==> config.mk <==
export PLATFORM = sky130hd
export DESIGN_NAME = fios_operand_server
export DESIGN_NICKNAME = d
export VERILOG_FILES = /design/src/rtl/fios_if_pkg.sv /design/src/rtl/fios_word_bank.sv /design/src/rtl/fios_operand_server.sv
export SDC_FILE = /design/constraint.sdc
export NUM_CORES = 1
export LEC_CHECK = 0
export ABC_AREA = 0
export CAP_MARGIN = 20
export CORE_MARGIN = 10
export CORE_UTILIZATION = 50
export CTS_CLUSTER_DIAMETER = 200
export DETAILED_ROUTE_END_ITERATION = 8
export PLACE_DENSITY = 0.76
export SLEW_MARGIN = 0
export SYNTH_ARGS = -nofsm -noshare
export SYNTH_HDL_FRONTEND = slang
export SYNTH_SLANG_ARGS = --single-unit
==> constraint.sdc <==
create_clock -name clock_i -period 4.87 [get_ports clock_i]
set_clock_uncertainty 0.2 [all_clocks]
set_input_delay 0.7305 -clock clock_i [delete_from_list [all_inputs] [get_ports clock_i]]
set_output_delay 0.7305 -clock clock_i [all_outputs]
set_load 0.01 [all_outputs]
==> src/rtl/fios_if_pkg.sv <==
// Shared types for the FIOS operand server: word width, load target select and server FSM states.
package fios_if_pkg;

   localparam int unsigned WORD_W = 17;

   typedef enum logic [1:0] {
      SEL_A   = 2'd0,
      SEL_B   = 2'd1,
      SEL_P   = 2'd2,
      SEL_PP0 = 2'd3
   } load_sel_t;

   typedef enum logic [1:0] {
      IDLE  = 2'd0,
      START = 2'd1,
      RUN   = 2'd2,
      DONE  = 2'd3
   } srv_state_t;

endpackage

==> src/rtl/fios_word_bank.sv <==
// Small word memory: synchronous write, asynchronous read. Used for B, P and RES.
module fios_word_bank
   import fios_if_pkg::*;
#(
   parameter int unsigned DEPTH = 8
) (
   input  logic                     i_clk,
   input  logic                     i_we,
   input  logic [$clog2(DEPTH)-1:0] i_waddr,
   input  logic [WORD_W-1:0]        i_wdata,
   input  logic [$clog2(DEPTH)-1:0] i_raddr,
   output logic [WORD_W-1:0]        o_rdata
);

   logic [WORD_W-1:0] r_mem [DEPTH];

   always_ff @(posedge i_clk) begin
      if (i_we) r_mem[i_waddr] <= i_wdata;
   end

   assign o_rdata = r_mem[i_raddr];

endmodule

==> src/rtl/fios_operand_server.sv <==
// Host-side operand/result server for the FIOS Montgomery multiplier: holds A/B/P/p'0,
// serves words on multiplier strobes, captures result words and sequences start/done.
module fios_operand_server
   import fios_if_pkg::*;
#(
   parameter int unsigned s     = 8,
   parameter int unsigned PE_NB = 8
) (
   input  logic                      clock_i,
   input  logic                      reset_i,
   input  logic                      load_valid_i,
   input  logic [1:0]                load_sel_i,
   input  logic [$clog2(s)-1:0]      load_addr_i,
   input  logic [WORD_W-1:0]         load_data_i,
   input  logic                      go_i,
   output logic                      busy_o,
   output logic                      res_valid_o,
   output logic                      err_o,
   input  logic [$clog2(s)-1:0]      res_rd_addr_i,
   output logic [WORD_W-1:0]         res_rd_data_o,
   output logic                      start_o,
   output logic [WORD_W-1:0]         p_prime_0_o,
   output logic [PE_NB*WORD_W-1:0]   a_o,
   output logic [WORD_W-1:0]         b_o,
   output logic [WORD_W-1:0]         p_o,
   input  logic                      a_shift_i,
   input  logic                      b_fetch_i,
   input  logic                      p_fetch_i,
   input  logic                      RES_push_i,
   input  logic                      done_i,
   input  logic [WORD_W-1:0]         RES_i
);

   localparam int unsigned AW = $clog2(s);
   localparam int unsigned CW = $clog2(s + 1);
   localparam int unsigned BW = $clog2(s + PE_NB);

   srv_state_t        r_state;
   logic [WORD_W-1:0] r_a [s];
   logic [WORD_W-1:0] r_pp0;
   logic [AW-1:0]     r_b_idx;
   logic [AW-1:0]     r_p_idx;
   logic [BW-1:0]     r_a_base;
   logic [CW-1:0]     r_res_idx;
   logic              r_res_valid;
   logic              r_err;

   load_sel_t w_sel;
   logic      w_run;
   logic      w_load_ok;
   logic      w_res_we;
   logic      w_res_full;

   assign w_sel     = load_sel_t'(load_sel_i);
   assign w_run     = (r_state == RUN);
   assign w_load_ok = (r_state == IDLE) || (r_state == DONE);
   assign w_res_we  = w_run && RES_push_i && (r_res_idx < CW'(s));
   // A push landing in the done cycle still counts toward a complete result.
   assign w_res_full = (r_res_idx == CW'(s)) || (w_res_we && (r_res_idx == CW'(s - 1)));

   always_ff @(posedge clock_i) begin
      if (reset_i) begin
         r_state     <= IDLE;
         r_b_idx     <= '0;
         r_p_idx     <= '0;
         r_a_base    <= '0;
         r_res_idx   <= '0;
         r_res_valid <= 1'b0;
         r_err       <= 1'b0;
      end else begin
         case (r_state)
            IDLE, DONE: begin
               if (go_i) begin
                  r_state     <= START;
                  r_b_idx     <= '0;
                  r_p_idx     <= '0;
                  r_a_base    <= '0;
                  r_res_idx   <= '0;
                  r_res_valid <= 1'b0;
                  r_err       <= 1'b0;
               end
            end
            START: r_state <= RUN;
            RUN: begin
               if (a_shift_i && (r_a_base < BW'(s))) r_a_base <= r_a_base + BW'(PE_NB);
               if (b_fetch_i) r_b_idx <= (r_b_idx == AW'(s - 1)) ? '0 : r_b_idx + 1'b1;
               if (p_fetch_i) r_p_idx <= (r_p_idx == AW'(s - 1)) ? '0 : r_p_idx + 1'b1;
               if (w_res_we) r_res_idx <= r_res_idx + 1'b1;
               if (RES_push_i && !w_res_we) r_err <= 1'b1;
               if (done_i) begin
                  r_state <= DONE;
                  if (w_res_full) r_res_valid <= 1'b1;
                  else            r_err       <= 1'b1;
               end
            end
            default: r_state <= IDLE;
         endcase
         if (load_valid_i && !w_load_ok) r_err <= 1'b1;
      end
   end

   always_ff @(posedge clock_i) begin
      if (load_valid_i && w_load_ok) begin
         if (w_sel == SEL_A)   r_a[load_addr_i] <= load_data_i;
         if (w_sel == SEL_PP0) r_pp0            <= load_data_i;
      end
   end

   fios_word_bank #(.DEPTH(s)) u_bank_b (
      .i_clk   (clock_i),
      .i_we    (load_valid_i && w_load_ok && (w_sel == SEL_B)),
      .i_waddr (load_addr_i),
      .i_wdata (load_data_i),
      .i_raddr (r_b_idx),
      .o_rdata (b_o)
   );

   fios_word_bank #(.DEPTH(s)) u_bank_p (
      .i_clk   (clock_i),
      .i_we    (load_valid_i && w_load_ok && (w_sel == SEL_P)),
      .i_waddr (load_addr_i),
      .i_wdata (load_data_i),
      .i_raddr (r_p_idx),
      .o_rdata (p_o)
   );

   fios_word_bank #(.DEPTH(s)) u_bank_res (
      .i_clk   (clock_i),
      .i_we    (w_res_we),
      .i_waddr (r_res_idx[AW-1:0]),
      .i_wdata (RES_i),
      .i_raddr (res_rd_addr_i),
      .o_rdata (res_rd_data_o)
   );

   for (genvar k = 0; k < PE_NB; k++) begin : g_win
      logic [BW:0] w_idx;
      assign w_idx = {1'b0, r_a_base} + (BW + 1)'(k);
      assign a_o[WORD_W*k +: WORD_W] = (w_idx < (BW + 1)'(s)) ? r_a[w_idx[AW-1:0]] : '0;
   end

   assign busy_o      = (r_state == START) || (r_state == RUN);
   assign start_o     = (r_state == START);
   assign res_valid_o = r_res_valid;
   assign err_o       = r_err;
   assign p_prime_0_o = r_pp0;

endmodule

# After elaboration in Yosys (flattened, before gate mapping)
# Memory sizes are Yosys's and may differ from the RTL's. A register that Yosys moved wholly into a read port is not among the register bits.
# Cells that the tools add are included.
[totals]
inputBits = 51
memories = 4
mem_bits_rw = 544
out_inout_bits = 208
ff_bits = 35
word_cells = 125
[memory_table]
columns = ["name", "words", "width", "rd", "rd_ports_with_merged_regs", "wr", "line", "rtl"]
rows = [
  ["r_a", 8, 17, 8, 1, 1, "fios_operand_server.sv:39", "logic [WORD_W-1:0] r_a [s];"],
  ["u_bank_b.r_mem", 8, 17, 1, 1, 1, "fios_word_bank.sv:15", "logic [WORD_W-1:0] r_mem [DEPTH];"],
  ["u_bank_p.r_mem", 8, 17, 1, 1, 1, "fios_word_bank.sv:15", ""],
  ["u_bank_res.r_mem", 8, 17, 1, 0, 1, "fios_word_bank.sv:15", ""],
]
[op_classes]
n_mux = 47
n_lt_le_gt_ge = 10
n_reduce_logical = 27
eq_ne = 18
add_sub_neg = 11
[ops]
columns = ["cell", "n"]
rows = [
  ["$mux 17", 8],
  ["$lt 5x4->1 const B", 7],
  ["$mux 3", 11],
  ["$add 4x3->5 const B", 4],
  ["$mux 1", 16],
  ["$pmux 4 s2", 2],
  ["$lt 4x4->1 const B", 3],
  ["$mux 4", 3],
  ["$pmux 3 s2", 2],
  ["$reduce_and 3->1", 4],
  ["$add 4x2->5 const B", 2],
  ["$logic_and 1x1->1", 9],
  ["$eq 2x2->1 const B", 4],
  ["$ne 2x2->1 const B", 4],
  ["$add 3x1->3 const B", 2],
  ["$eq 3x3->1 const B", 2],
  ["$ne 2x1->1 const B", 3],
  ["$pmux 2 s3", 1],
  ["$reduce_and 2->1", 3],
  ["$add 4x1->5 const B", 1],
  ["$add 4x1->4 const B", 1],
  ["$add 4x4->4 const B", 1],
  ["$eq 2x1->1 const B", 2],
  ["$eq 4x3->1 const B", 1],
  ["other kinds (11)", 17],
]

# Longest topological paths before layout
[depth]
ltp_word = 10
mapped_depth = 12
mapped_depth_nobuf = 6

# Cells and area by module
# A second synthesis with hierarchy kept.
[hier_totals]
hier_cells = 1483
area_unflattened_um2 = 27264.9
[modules_own_cells]
columns = ["mod", "area_per_inst_um2", "instances", "cells_each"]
rows = [
  ["fios_word_bank", 5258.8, 3, 210],
  ["fios_operand_server", 11488.5, 1, 853],
]

# Least setup slack after synthesis
# No wires, ideal clock.
[synth_timing]
kind = "reg-to-reg"
from = "register r_state[0]"
to = "memory u_bank_res.r_mem[0][0] (enable)"
setup_time_ns = 0.435
t_arrival_ns = 2.596
n_path_buf = 1
slack_ns = 1.639
synth_period_minus_slack_ns = 3.231
required_time_ns = 4.235
stages_incl_launch_ff = 6
path_cell_list = "dfxtp_1 inv_1 ha_1 buf_2 nand3b_2 nor4_1"
[synth_via]
elab_chain_len = 5
[synth_lines]
columns = ["item", "line", "rtl"]
rows = [
  ["start, declared", "fios_operand_server.sv:38", "srv_state_t r_state;"],
  ["start signal, assigned", "fios_operand_server.sv:63", "r_state <= IDLE;"],
  ["start signal, assigned", "fios_operand_server.sv:74", "r_state <= START;"],
  ["start signal, assigned", "fios_operand_server.sv:83", "START: r_state <= RUN;"],
  ["$eq 2x2->1", "fios_operand_server.sv:55", "assign w_run = (r_state == RUN);"],
  ["named net w_run", "fios_operand_server.sv:49", "logic w_run;"],
  ["$logic_and 1x1->1 (2 in a row)", "fios_operand_server.sv:57", "assign w_res_we = w_run && RES_push_i && (r_res_idx < CW'(s));"],
  ["$mux 1", "fios_word_bank.sv:18", "if (i_we) r_mem[i_waddr] <= i_wdata;"],
  ["$mux 1 (implied by the code)", "fios_word_bank.sv:18", ""],
  ["end, declared", "fios_word_bank.sv:15", ""],
]
# The timed path passes the listed nets, and every way through them passes these cells.

# Worst setup path after layout
[layout_timing]
from = "register r_a_base[2]"
to = "output port a_o[122]"
[layout_via]
elab_chain_len = 3
[layout_lines]
columns = ["item", "line", "rtl"]
rows = [
  ["start, declared", "fios_operand_server.sv:43", "logic [BW-1:0] r_a_base;"],
  ["start signal, assigned", "fios_operand_server.sv:85", "if (a_shift_i && (r_a_base < BW'(s))) r_a_base <= r_a_base + BW'(PE_NB);"],
  ["$add 4x3->5 *", "fios_operand_server.sv:138", "assign w_idx = {1'b0, r_a_base} + (BW + 1)'(k);"],
  ["$lt 5x4->1 / $mem_v2 8x17 (equally long branches)", "--", ""],
  ["$mux 17 *", "fios_operand_server.sv:139", "assign a_o[WORD_W*k +: WORD_W] = (w_idx < (BW + 1)'(s)) ? r_a[w_idx[AW-1:0]] : '0;"],
  ["end, declared", "fios_operand_server.sv:23", "output logic [PE_NB*WORD_W-1:0] a_o,"],
]
# Mark *: on every way between the ends. The rest lies on a longest branch, timed or not.

==> results.py <==
metrics = {
    "run_status": {
        "outcome": "complete, no violations",
    },
    "synth": {
        "synth_seq_area_share_pct": 64.00,
        "syn_inst": 1489,
        "synth_fp_nets": 1556,
        "synth-seq-cells": 588,
        "synth_area_sq_um": 27170,
        "synth_ff_type": "edfxtp_1",
        "yosysTopAreaCell": "edfxtp_1",
        "synth_edf_count": 561,
        "synth.top_cell.area_share_pct": 62.01,
        "async_flop_share_pct": 0,
        "synth_warnings": 0,
        "synth.avg_cell_area_sq_um": 18.24,
        "ys_top_cells_by_area": "edfxtp_1 62%, mux4_2 19%, mux4_1 2.9%",
        "synth_cell_type_count": 49,
    },
    "floorplanning": {
        "initial_core_util_pct": 50.48,
        "rows": 85,
        "io_pins": 259,
        "die_h_microns": 253.1,
        "dieArea_sq_um": 64050,
        "coreArea_sq_um": 53810,
        "die_x_microns": 253.1,
    },
    "timing": {
        "tightest_slew_ns": 1.100,
        "tns_ns": 0,
        "maxSlewViolCount": 0,
        "hold_ws_ns": 0.2818,
        "fin_crit_ns": 4.643,
        "relSlewSlack_pct": 26.46,
        "setup_violations": 0,
        "max_freq_ghz": 0.2154,
        "period_share_pct": 95.33,
        "hold_viol": 0,
        "worst_slack_ns": 0.2274,
        "rsz0062_at_grt": "no",
    },
    "cells_and_area": {
        "final_area_sq_um": 32740,
        "final_cell_mix": "561 x edfxtp_1, 257 x clkdlybuf4s50_1, 225 x mux4_2, 150 x nand2_1, 96 x nor2_1",
        "fin_nets": 1840,
        "area_growth_pct": 20.52,
        "layout-drive-gt1-share_pct": 25.60,
        "layout_commonest_cell": "edfxtp_1",
    },
    "power": {
        "peakVddDrop_mv": 0.3030,
        "power_uw": 11690,
        "p_leak_uw": 0.01030,
        "p_switching_uw": 2791,
        "p_int_uw": 8895,
        "p_per_area_nw_per_um2": 356.9,
        "combPwrFrac_pct": 13.2,
        "p_seq_share_pct": 48.8,
        "p_clk_share_pct": 38.1,
        "power.share.switching_pct": 23.88,
    },
    "flow_run": {
        "max-cap-violations": 0,
    },
    "min_path": {
        "hold_path.class": "reg2reg",
        "hold_depth": 2,
    },
    "critical_path": {
        "path_max_fanout": 22,
        "cp.arrival_ns": 3.71,
        "r2r_cells": 6,
        "end_kind": "output pin",
        "crit_path_end": "a_o[122]",
        "crit_start": "r_a_base[2]$_SDFFE_PP0P_",
        "cp.required_ns": 3.94,
        "path_class": "reg2out",
        "cp-start-kind": "register",
        "rrSetupSlack_ns": 2.19,
        "r2r-start": "r_state[0]$_SDFFE_PP0P_",
        "reg2reg_to": "r_a[3][2]$_DFFE_PP_",
    },
    "place": {
        "port_buffers": 258,
        "place_congestion": 0.9014,
        "dpl-instance-area_sq_um": 30550,
        "place_ws_ns": 0.7793,
        "place_hpwl_mm": 44.89,
    },
    "drt": {
        "drc": 0,
        "dr.first_iter.drc_count": 1590,
        "wirelength_mm": 70.98,
        "via_per_inst": 6.308,
        "wire_per_inst_microns": 28.14,
        "via_count": 15908,
        "drtPass1Iterations": 7,
        "antenna_left": 0,
    },
    "grt": {
        "antenna_found_initial": 3,
        "gr-total-overflow": 0,
        "grt_max_degree": 127,
        "grt_pass1_vias": 15844,
        "grtUsageTotal_pct": 21.72,
        "grt_pass1_wl_mm": 104.1,
    },
    "clock_tree": {
        "cts_hold_buf": 0,
        "clock_sinks": 588,
        "cts_tree": "built",
        "post_cts_resized": 0,
        "path_clk_slew_ns": 0.06,
        "clock_path_buffers": 3,
        "clock_latency_ns": 0.63,
        "post-cts-setup-buffers": 0,
        "cts_made_buffers": 60,
        "root_buffer": "clkbuf_16",
        "htree_levels": 2,
    },
}
worst max-delay path: stages (launching register included):
cell	delay, ns
dfxtp_1	0.72
inv_1	0.13
buf_4	0.26
ha_1	0.25
a21boi_0	0.18
nor4b_1	0.51
a21oi_4	0.22
a21oi_1	0.23
clkdlybuf4s50_1	0.60
per-layer routing:
layer | up-vias | track usage, % | part of all wire, %
met4 | 4 | 6.986 | 2.6
met3 | 114 | 4.296 | 8.7
met5 | - | 0 | 0.037
met1 | 8293 | 28.35 | 38
met2 | 846 | 36.21 | 50
li1 | 6651 | - | -
through the flow:
step / utilization (%) / std cells
6_report: 60.84 / 2522
5_1_grt: 60.84 / 2521
4_1_cts: 60.35 / 2508
3_5_place_dp: 56.78 / 2395
3_3_place_gp: 56.73 / 2394
2_1_floorplan: - / 1489
synthesized netlist by cell type, types with 2 or more instances:
master,count
nor4_1,2
xnor2_1,4
buf_12,2
a22oi_1,6
buf_2,42
nand2_1,150
buf_6,17
mux4_1,30
nor2_1,104
and3_1,19
xor2_1,2
a21oi_1,78
dfxtp_1,27
nor3_1,5
nand3b_1,3
nor2b_1,2
buf_1,4
edfxtp_1,561
o22ai_1,3
or2_2,2
inv_1,12
a21oi_2,2
clkbuf_2,2
clkbuf_1,20
or3b_2,2
nand2b_1,2
ha_1,16
buf_4,16
o21ai_0,4
mux2i_1,52
mux4_2,225
o221ai_1,2
mux2_2,53
or3_1,3
kinds of logic (layout without fill, tap and decap cells):
family,after synthesis,in the layout,synth area share (%)
DFF,588,588,64.00
muxes,360,360,25.67
and+or+nand+nor,301,301,4.661
buffers and inverters,115,450,2.602
AOI/OAI and AO/OA,103,103,2.137
adders and majority gates,16,16,0.7369
xor gates and xnor gates,6,6,0.1934
other,0,2,0
sequential cells by signal, indices dropped and copies added (netlist names), named ones only:
| name | count |
|---|---|
| r_a | 136 |
| u_bank_res.r_mem | 136 |
| r_a_base | 4 |
| err_o | 1 |
| r_res_idx | 4 |
| r_b_idx | 3 |
| p_prime_0_o | 17 |
| res_valid_o | 1 |
| u_bank_b.r_mem | 136 |
| r_state | 2 |
| r_p_idx | 3 |
| u_bank_p.r_mem | 136 |
worst min path at each step:
stage	from	end	slack, ns
5_1_grt	res_valid_o$_SDFFE_PP0P_	res_valid_o$_SDFFE_PP0P_	0.36
6_report	res_valid_o$_SDFFE_PP0P_	res_valid_o$_SDFFE_PP0P_	0.28
2_1_floorplan	r_res_idx[3]$_SDFFE_PP0P_	r_res_idx[3]$_SDFFE_PP0P_	0.26
4_1_cts	res_valid_o$_SDFFE_PP0P_	res_valid_o$_SDFFE_PP0P_	0.29
3_3_place_gp	res_valid_o$_SDFFE_PP0P_	res_valid_o$_SDFFE_PP0P_	0.28
3_5_place_dp	res_valid_o$_SDFFE_PP0P_	res_valid_o$_SDFFE_PP0P_	0.28
cell type report:
class                   instances  area [sq um]
clock inverters                38         365.4
diodes                          2         5.005
repair buffers                325          3312
inverters                      12         45.04
flip-flops and latches        588         17400
fillers                      3802         21070
well taps                     696         870.8
multi-input cells             786          9190
clock buffers                  75          1558
power by group through the flow:
| stage | clock network, uW | logic [uW] | registers [uW] |
|---|---|---|---|
| 2_1_floorplan | 0 | 695 | 5790 |
| 3_3_place_gp | 0 | 1500 | 5800 |
| 3_5_place_dp | 0 | 1520 | 5810 |
| 4_1_cts | 4540 | 1530 | 5700 |
| 5_1_grt | 4740 | 1630 | 5710 |
| 6_report | 4450 | 1540 | 5700 |
Note: power is estimated with default switching activity, not from simulation.
